[src/rtl/gige_pkg.sv]
// Shared constants for the gigabit transmit scheduler:
// send-state encoding, bank count and default timing values.
package gige_pkg;

  localparam int BANKS       = 2;
  localparam int HOLD_DEF    = 4;
  localparam int GAP_DEF     = 4;
  localparam int BUSY_TO_DEF = 1024;

  localparam logic [2:0] S_IDLE   = 3'd0;
  localparam logic [2:0] S_PULSE  = 3'd1;
  localparam logic [2:0] S_WAITHI = 3'd2;
  localparam logic [2:0] S_WAITLO = 3'd3;
  localparam logic [2:0] S_GAP    = 3'd4;

endpackage

[src/rtl/gige_rr_arb.sv]
// Combinational round-robin winner select over NREQ requesters.
// Ports: req_i, ptr_i (search start) -> valid_o, idx_o, onehot_o.
module gige_rr_arb #(
  parameter int NREQ = 4
) (
  input  logic [NREQ-1:0]         req_i,
  input  logic [$clog2(NREQ)-1:0] ptr_i,
  output logic                    valid_o,
  output logic [$clog2(NREQ)-1:0] idx_o,
  output logic [NREQ-1:0]         onehot_o
);

  localparam int PW = $clog2(NREQ);

  int            j;
  logic [PW-1:0] jj;

  // Scan offsets from highest to lowest so the requester
  // closest to ptr_i is the last one written and wins.
  always_comb begin
    valid_o  = 1'b0;
    idx_o    = '0;
    onehot_o = '0;
    j        = 0;
    jj       = '0;
    for (int i = NREQ - 1; i >= 0; i--) begin
      j = int'(ptr_i) + i;
      if (j >= NREQ) j = j - NREQ;
      jj = PW'(j);
      if (req_i[jj]) begin
        valid_o = 1'b1;
        idx_o   = jj;
      end
    end
    if (valid_o) onehot_o[idx_o] = 1'b1;
  end

endmodule

[src/rtl/gige_tx_sched.sv]
// Ping-pong TX buffer arbiter and egress start sequencer.
// Ports: TFCLK, RST, enable, req, wr_done, wr_abort, busy ->
//   grant, wr_bank, start_send, bank_full, tx_count, err_timeout.
module gige_tx_sched
  import gige_pkg::*;
#(
  parameter int NREQ    = 4,
  parameter int HOLD    = HOLD_DEF,
  parameter int GAP     = GAP_DEF,
  parameter int BUSY_TO = BUSY_TO_DEF
) (
  input  logic             TFCLK,
  input  logic             RST,
  input  logic             enable,
  input  logic [NREQ-1:0]  req,
  input  logic             wr_done,
  input  logic             wr_abort,
  input  logic             busy,
  output logic [NREQ-1:0]  grant,
  output logic             wr_bank,
  output logic             start_send,
  output logic [BANKS-1:0] bank_full,
  output logic [15:0]      tx_count,
  output logic             err_timeout
);

  localparam int PW = $clog2(NREQ);

  logic [NREQ-1:0]  grant_q, grant_d;
  logic             wr_bank_q, wr_bank_d;
  logic             fill_q, fill_d;
  logic             send_q, send_d;
  logic [PW-1:0]    rr_q, rr_d;
  logic [BANKS-1:0] full_q, full_d;
  logic [2:0]       st_q, st_d;
  logic [31:0]      cnt_q, cnt_d;
  logic [15:0]      tx_q, tx_d;
  logic             err_q, err_d;
  logic             set_full;
  logic             clr_full;

  logic             arb_valid;
  logic [PW-1:0]    arb_idx;
  logic [NREQ-1:0]  arb_onehot;

  gige_rr_arb #(
    .NREQ (NREQ)
  ) u_arb (
    .req_i    (req),
    .ptr_i    (rr_q),
    .valid_o  (arb_valid),
    .idx_o    (arb_idx),
    .onehot_o (arb_onehot)
  );

  // Write side: a held grant only reacts to done/abort;
  // a new grant needs the current fill bank to be free.
  always_comb begin
    grant_d   = grant_q;
    wr_bank_d = wr_bank_q;
    fill_d    = fill_q;
    rr_d      = rr_q;
    set_full  = 1'b0;
    if (|grant_q) begin
      if (wr_done) begin
        set_full = 1'b1;
        fill_d   = ~fill_q;
        grant_d  = '0;
      end else if (wr_abort) begin
        grant_d = '0;
      end
    end else if (enable && !full_q[fill_q] && arb_valid) begin
      grant_d   = arb_onehot;
      wr_bank_d = fill_q;
      rr_d      = (arb_idx == PW'(NREQ - 1)) ? '0 : arb_idx + 1'b1;
    end
  end

  always_comb begin
    st_d     = st_q;
    cnt_d    = cnt_q;
    send_d   = send_q;
    tx_d     = tx_q;
    err_d    = err_q;
    clr_full = 1'b0;
    unique case (st_q)
      S_IDLE: begin
        if (enable && full_q[send_q]) begin
          st_d  = S_PULSE;
          cnt_d = '0;
        end
      end
      S_PULSE: begin
        if (cnt_q == 32'(HOLD - 1)) begin
          st_d  = S_WAITHI;
          cnt_d = '0;
        end else begin
          cnt_d = cnt_q + 32'd1;
        end
      end
      S_WAITHI: begin
        if (busy) begin
          st_d = S_WAITLO;
        end else if (cnt_q == 32'(BUSY_TO - 1)) begin
          // Bank stays full so the frame is pulsed again.
          err_d = 1'b1;
          st_d  = S_GAP;
          cnt_d = '0;
        end else begin
          cnt_d = cnt_q + 32'd1;
        end
      end
      S_WAITLO: begin
        if (!busy) begin
          clr_full = 1'b1;
          send_d   = ~send_q;
          tx_d     = tx_q + 16'd1;
          st_d     = S_GAP;
          cnt_d    = '0;
        end
      end
      S_GAP: begin
        if (cnt_q == 32'(GAP - 1)) begin
          st_d = S_IDLE;
        end else begin
          cnt_d = cnt_q + 32'd1;
        end
      end
      default: begin
        st_d  = S_IDLE;
        cnt_d = '0;
      end
    endcase
  end

  // Fill and send sides touch different banks whenever
  // both fire in the same cycle, so both updates apply.
  always_comb begin
    full_d = full_q;
    if (clr_full) full_d[send_q] = 1'b0;
    if (set_full) full_d[fill_q] = 1'b1;
  end

  always_ff @(posedge TFCLK or posedge RST) begin
    if (RST) begin
      grant_q   <= '0;
      wr_bank_q <= 1'b0;
      fill_q    <= 1'b0;
      send_q    <= 1'b0;
      rr_q      <= '0;
      full_q    <= '0;
      st_q      <= S_IDLE;
      cnt_q     <= '0;
      tx_q      <= '0;
      err_q     <= 1'b0;
    end else begin
      grant_q   <= grant_d;
      wr_bank_q <= wr_bank_d;
      fill_q    <= fill_d;
      send_q    <= send_d;
      rr_q      <= rr_d;
      full_q    <= full_d;
      st_q      <= st_d;
      cnt_q     <= cnt_d;
      tx_q      <= tx_d;
      err_q     <= err_d;
    end
  end

  assign grant       = grant_q;
  assign wr_bank     = wr_bank_q;
  assign start_send  = (st_q == S_PULSE);
  assign bank_full   = full_q;
  assign tx_count    = tx_q;
  assign err_timeout = err_q;

endmodule

[config.mk]
export PLATFORM = sky130hd
export DESIGN_NAME = gige_tx_sched
export DESIGN_NICKNAME = d
export VERILOG_FILES = /design/src/rtl/gige_pkg.sv /design/src/rtl/gige_rr_arb.sv /design/src/rtl/gige_tx_sched.sv
export SDC_FILE = /design/constraint.sdc
export NUM_CORES = 1
export LEC_CHECK = 0
export CORE_MARGIN = 3
export CORE_UTILIZATION = 50
export CTS_CLUSTER_SIZE = 25
export DETAILED_ROUTE_END_ITERATION = 16
export MAX_ROUTING_LAYER = met4
export PLACE_DENSITY = 0.68
export SLEW_MARGIN = 20
export SYNTH_ARGS = -nofsm -noshare
export SYNTH_HDL_FRONTEND = slang
export SYNTH_SLANG_ARGS = --single-unit
[constraint.sdc]
create_clock -name TFCLK -period 2.9 [get_ports TFCLK]
set_input_delay 0.87 -clock TFCLK [delete_from_list [all_inputs] [get_ports TFCLK]]
set_output_delay 0.87 -clock TFCLK [all_outputs]
set_load 0.005 [all_outputs]
== After elaboration in Yosys (flattened, before gate mapping) ==
Cells that the tools add are included.
Word-level totals
  register bits after elaboration: 63
  output and inout bits: 25
  logic and storage cells: 129
Operators by class
  eq/ne operators: 15
  reduce and logical (&&, ||, !) cells: 17
  order comparisons: 14
  mux-type cells: 56
  bitwise operators: 7
  add/sub/neg operators: 10
Operator list (number)
  $mux 32: 6
  $pmux 32 s5: 1
  $add 32x1->32 const B: 1
  $eq 32x10->1 const B: 1
  $eq 32x2->1 const B: 1
  $mux 2: 11
  $mux 4: 5
  $mux 1: 19
  $mux 3: 6
  $add 16x1->16 const B: 1
  $lt 2x3->1 const B: 5
  $pmux 3 s5: 1
  $ne 2x2->1 const B: 5
  $ge 3x3->1 const B: 3
  $bmux 1 s2: 4
  $reduce_and 2->1: 4
  $sub 2x1->2 const B: 4
  $add 2x2->3 const B: 2
  $eq 3x2->1 const B: 2
  $logic_and 1x1->1: 6
  $ne 3x3->1 const B: 2
  $reduce_and 5->1: 1
  $lt 1x2->1 const B: 2
  $not 1->1: 4
  20 further kinds: 22

== Logic depth before layout (Yosys ltp) ==
  word-level depth: 16
  depth in mapped cells: 8
  mapped depth without buffers: 8

== Modules after synthesis ==
From an unflattened synthesis, not the netlist that was laid out.
Unflattened totals
  cells, all modules: 383
  area, all modules: 3732.3 µm²
By module, submodules not included
  gige_tx_sched: area each 3520.9 µm², cells each 350, times used 1
  gige_rr_arb: area each 211.5 µm², cells each 33, times used 1

== Least setup slack after synthesis ==
Ideal clock, no wire load.
  kind: input to register
  start point: input enable
  end point: register cnt_q[3]
  setup time: 121 ps
  stages: 6
  setup slack: 694 ps
  data arrival time: 2085 ps
  required time: 2779 ps
  cell sequence: a21boi_0 > a221oi_2 > buf_2 > buf_4 > nor2_1 > a22o_1
On the way
  word-level cells in the longest chain between the ends: 3
Ends and longest elaborated chain
  from (decl): RTL line gige_tx_sched.sv:14  | input logic enable,
  $logic_and 1x1->1: RTL line gige_tx_sched.sv:88  | if (enable && full_q[send_q]) begin
  $ne 2x2->1 (no line)
  $reduce_and 4->1 (no line)
  to (signal assigned): RTL line gige_tx_sched.sv:164  | cnt_q <= cnt_d;
  to (decl): RTL line gige_tx_sched.sv:36  | logic [31:0] cnt_q, cnt_d;
Every way passes these cells.
A chain may end at the register's enable or synchronous reset.

== Worst setup path after layout ==
  start point: register st_q[1]
  end point: output start_send
On the way
  word-level cells in the longest chain between the ends: 1
Ends and longest elaborated chain
  from (decl): RTL line gige_tx_sched.sv:35  | logic [2:0] st_q, st_d;
  from (signal assigned): RTL line gige_tx_sched.sv:163  | st_q <= st_d;
  $eq 3x1->1: RTL line gige_tx_sched.sv:172  | assign start_send = (st_q == S_PULSE);
  to (decl): RTL line gige_tx_sched.sv:21  | output logic start_send,
Every way passes these cells.

==> summary.md <==
| Metric | Value |
|---|---|
| Result of the run | finished, final reports clean |
| Endpoint arrival time on the critical path | 1.90 ns |
| LEAKAGE | 1.76 nW |
| Final cycle utilization of the critical path | 0.957 |
| Clock skew after layout | 0.00743 ns |
| Class of the most critical hold timing path | reg -> reg |
| # port buffers | 34 |
| Filler instances | 554 |
| Most instantiated flip-flop cell in the synthesis netlist | sky130_fd_sc_hd__dfrtp_1 |
| Cell Chain, Critical Path | or3b_4 > inv_1 > clkdlybuf4s50_1 |
| Power per standard cell area | 502 mW/mm^2 |
| Number of buffers inserted to repair setup after CTS | 0 |
| Syn Area/Cell | 9.99 sq um |
| CTS tree | built |
| Detailed-route vias per instance | 5.58 |
| Warnings, synthesis | 0 |
| Clock Latency Late Sink | 0.34 ns |
| CTS root buffer | sky130_fd_sc_hd__clkbuf_8 |
| Routed WL per cell | 14.6 um |
| Max-Slew Margin vs Limit | 0.696 |
| Wirelength, routed | 6930 um |
| Number of nets produced by synthesis | 365 |
| Die area | 0.00799 sq mm |
| Category of the worst setup path launch point | flop |
| Total instance count after detailed placement | 459 |
| Max cap viols | 0 |
| Share of synthesized registers carrying an async set or reset | 1.00 |
| Routability cong. | 0.839 |
| Horiz. Die Dim | 89.4 um |
| ANT cells | 0 |
| Setup repair after global routing missed its margin | no |
| Final core utilization | 0.632 |
| Total routing usage reported by global routing | 0.206 |
| Period minus WS final | 2.77 ns |
| Critical path class | reg -> out |
| Max Fclk | 360 MHz |
| Worst Tran Pin Value | 0.455 ns |
| CTS H-tree depth | 3 |
| Residual DRC | 0 |
| Maximum number of pins on one net before global-route repair | 64 |
| Number of antenna violations at the first check in global routing | 0 |
| Core Footprint | 0.00653 sq mm |
| Final Setup Violations | 0 |
| Final hold violations | 0 |
| I/O pin count | 35 |
| Count of final max-slew check failures | 0 |
| Number of flops mapped to enable cells by yosys | 0 |
| Share of final-layout standard cells stronger than drive strength 1 | 0.138 |
| Hold-fix buffer count after cts | 0 |
| Clk slew on worst S/H paths | 0.08 ns |
| Clock tree sinks | 63 |
| Total Nets Final | 410 |
| Remaining global-route overflow | 0 |
| Sequential-to-total area share from yosys stat | 0.454 |
| Largest stage delay on the critical path | 0.50 ns |
| Post-route insts no fill | 475 |
| Rows | 29 |
| Starting density of the core | 0.532 |
| Worst path required time | 2.03 ns |
| Overall die height | 89.4 um |
| Cell area after synthesis | 0.00348 sq mm |
| Worst path slowest cell | sky130_fd_sc_hd__dfrtp_1 |
| Clock tree buffer depth | 2 |
| Kind of end point of the critical path | output port |
| Area growth syn-to-layout | 18.8% |
| Iteration-0 DRC Markers | 136 |
| HPWL Detailed | 4800 um |
| Total clock buffers created by CTS | 9 |
| Cell count after synthesis | 348 |
| Number of global-route vias before repair | 2638 |
| Distinct cell type count of the synthesized netlist | 63 |
| TritonRoute pass-1 iters | 4 |
| First-pass GRT wire length | 12300 um |
| Antenna-violating nets left | 0 |
| Max VDD drop | 0.000314 V |
| Highest net fanout along the worst path | 11 |
| Routed vias | 2652 |
| Number of register bits inferred by synthesis | 63 |
==> report_power, final <==
group	switching [mW]	total [mW]	internal [mW]	leakage (nW)
Sequential	0.0480	0.980	0.932	0.824
Combinational	0.162	0.326	0.164	0.833
Clock	0.368	0.765	0.398	0.0992
Total	0.578	2.07	1.49	1.76
==> Yosys cell counts (5+ instances only) <==
master / n / area share
sky130_fd_sc_hd__inv_1: 11 / 0.012
sky130_fd_sc_hd__xor2_1: 11 / 0.028
sky130_fd_sc_hd__xnor2_1: 23 / 0.058
sky130_fd_sc_hd__mux2_2: 6 / 0.019
sky130_fd_sc_hd__a22o_1: 5 / 0.013
sky130_fd_sc_hd__nor2_1: 33 / 0.036
sky130_fd_sc_hd__and3_1: 8 / 0.014
sky130_fd_sc_hd__nand3_1: 23 / 0.033
sky130_fd_sc_hd__nor4_1: 8 / 0.014
sky130_fd_sc_hd__nand4_1: 7 / 0.013
sky130_fd_sc_hd__dfrtp_1: 63 / 0.45
sky130_fd_sc_hd__ha_1: 7 / 0.025
sky130_fd_sc_hd__a21oi_1: 10 / 0.014
sky130_fd_sc_hd__nand2_1: 43 / 0.046
sky130_fd_sc_hd__nor3_1: 6 / 0.0086
sky130_fd_sc_hd__o21ai_0: 9 / 0.013
==> kinds of logic (layout without fill, tap and decap cells) <==
| group | count (synthesis) | count (layout) | share of synthesized area |
|---|---|---|---|
| buffers and inverters | 21 | 71 | 0.0328 |
| AOI/OAI and AO/OA | 50 | 50 | 0.107 |
| DFF | 63 | 63 | 0.454 |
| muxes | 8 | 8 | 0.0252 |
| and+or+nand+nor | 165 | 165 | 0.271 |
| xor gates and xnor gates | 34 | 34 | 0.0857 |
| adders and majority gates | 7 | 7 | 0.0252 |
==> sequential cells by signal, summed over array words and instances, names as in the netlist <==
register and count:
send_q 1, st_q 3, grant 4, cnt_q 32
fill_q 1, err_timeout 1, bank_full 2, tx_count 16
rr_q 2, wr_bank 1
==> metal layers <==
layer | track usage | wire [um] | part of all wire
met1 | 0.276 | 3490 | 0.50
met3 | 0.0332 | 176 | 0.025
met2 | 0.301 | 3140 | 0.45
met4 | 0.107 | 121 | 0.017
met5 | - | 0 | 0
==> per-stage QoR <==
stage          hold WS [ns]  setup slack [ns]  setup TNS, ns  power [mW]  area [sq um]
6_report              0.472             0.126              0        2.07          4130
3_3_place_gp          0.457            0.0539              0        1.32          3930
5_1_grt               0.496            0.0490              0        2.19          4130
2_1_floorplan         0.466             0.460              0        1.19          3480
3_5_place_dp          0.470         -0.000541      -0.000541        1.33          3930
4_1_cts               0.480            0.0575              0        2.10          4130
==> what timing repair did <==
item / CTS / global route
endpoints found under the hold margin: 0 / 0
endpoints found under the setup margin: 0 / 1
gates resized for setup: 0 / 1
==> worst max-delay path, delay by kind of cell (launching register included) <==
family,cells,cell delay (ns)
flops,1,0.50
simple gates,1,0.48
buf+inv,2,0.59
==> layout make-up <==
type	count	area, sq um	share of cell area
clock buffer	9	124	0.0300
clock inverter	7	73.8	0.0179
multi-input combinational	264	1790	0.433
inverter	11	41.3	0.0100
tap	77	96.3	0.0233
sequential	63	1580	0.382
timing repair buffer	44	428	0.104
==> cell usage in the layout, fill, tap and decap left out, types with 3 or more instances in the layout <==
| cell | Yosys | final |
|---|---|---|
| sky130_fd_sc_hd__a21o_1 | 3 | 3 |
| sky130_fd_sc_hd__a21oi_1 | 10 | 10 |
| sky130_fd_sc_hd__a22o_1 | 5 | 5 |
| sky130_fd_sc_hd__and3_1 | 8 | 8 |
| sky130_fd_sc_hd__and4_1 | 3 | 3 |
| sky130_fd_sc_hd__buf_4 | 2 | 9 |
| sky130_fd_sc_hd__clkbuf_8 | 0 | 9 |
| sky130_fd_sc_hd__clkdlybuf4s50_1 | 0 | 34 |
| sky130_fd_sc_hd__clkinv_4 | 0 | 3 |
| sky130_fd_sc_hd__dfrtp_1 | 63 | 63 |
| sky130_fd_sc_hd__ha_1 | 7 | 7 |
| sky130_fd_sc_hd__inv_1 | 11 | 10 |
| sky130_fd_sc_hd__mux2_2 | 6 | 6 |
| sky130_fd_sc_hd__nand2_1 | 43 | 43 |
| sky130_fd_sc_hd__nand3_1 | 23 | 23 |
| sky130_fd_sc_hd__nand4_1 | 7 | 7 |
| sky130_fd_sc_hd__nor2_1 | 33 | 33 |
| sky130_fd_sc_hd__nor3_1 | 6 | 6 |
| sky130_fd_sc_hd__nor3b_1 | 3 | 3 |
| sky130_fd_sc_hd__nor4_1 | 8 | 8 |
| sky130_fd_sc_hd__o21ai_0 | 9 | 9 |
| sky130_fd_sc_hd__o22ai_1 | 3 | 3 |
| sky130_fd_sc_hd__o311ai_1 | 3 | 3 |
| sky130_fd_sc_hd__or4_1 | 3 | 3 |
| sky130_fd_sc_hd__xnor2_1 | 23 | 23 |
| sky130_fd_sc_hd__xor2_1 | 11 | 11 |
==> final timing paths <==
check                           slack [ns]         start  cells after the start      endpoint
worst max-delay path                  0.13       st_q[1]                      3    start_send
worst max register to register        0.60     cnt_q[23]                      6      cnt_q[0]
max in group asynchronous             1.73           RST                      3      cnt_q[6]
min in group asynchronous             0.91           RST                      3       rr_q[1]
worst min-delay path                  0.47  tx_count[15]                      1  tx_count[15]
worst min register to register        0.47  tx_count[15]                      1  tx_count[15]
Note: power is estimated with default switching activity, not from simulation.
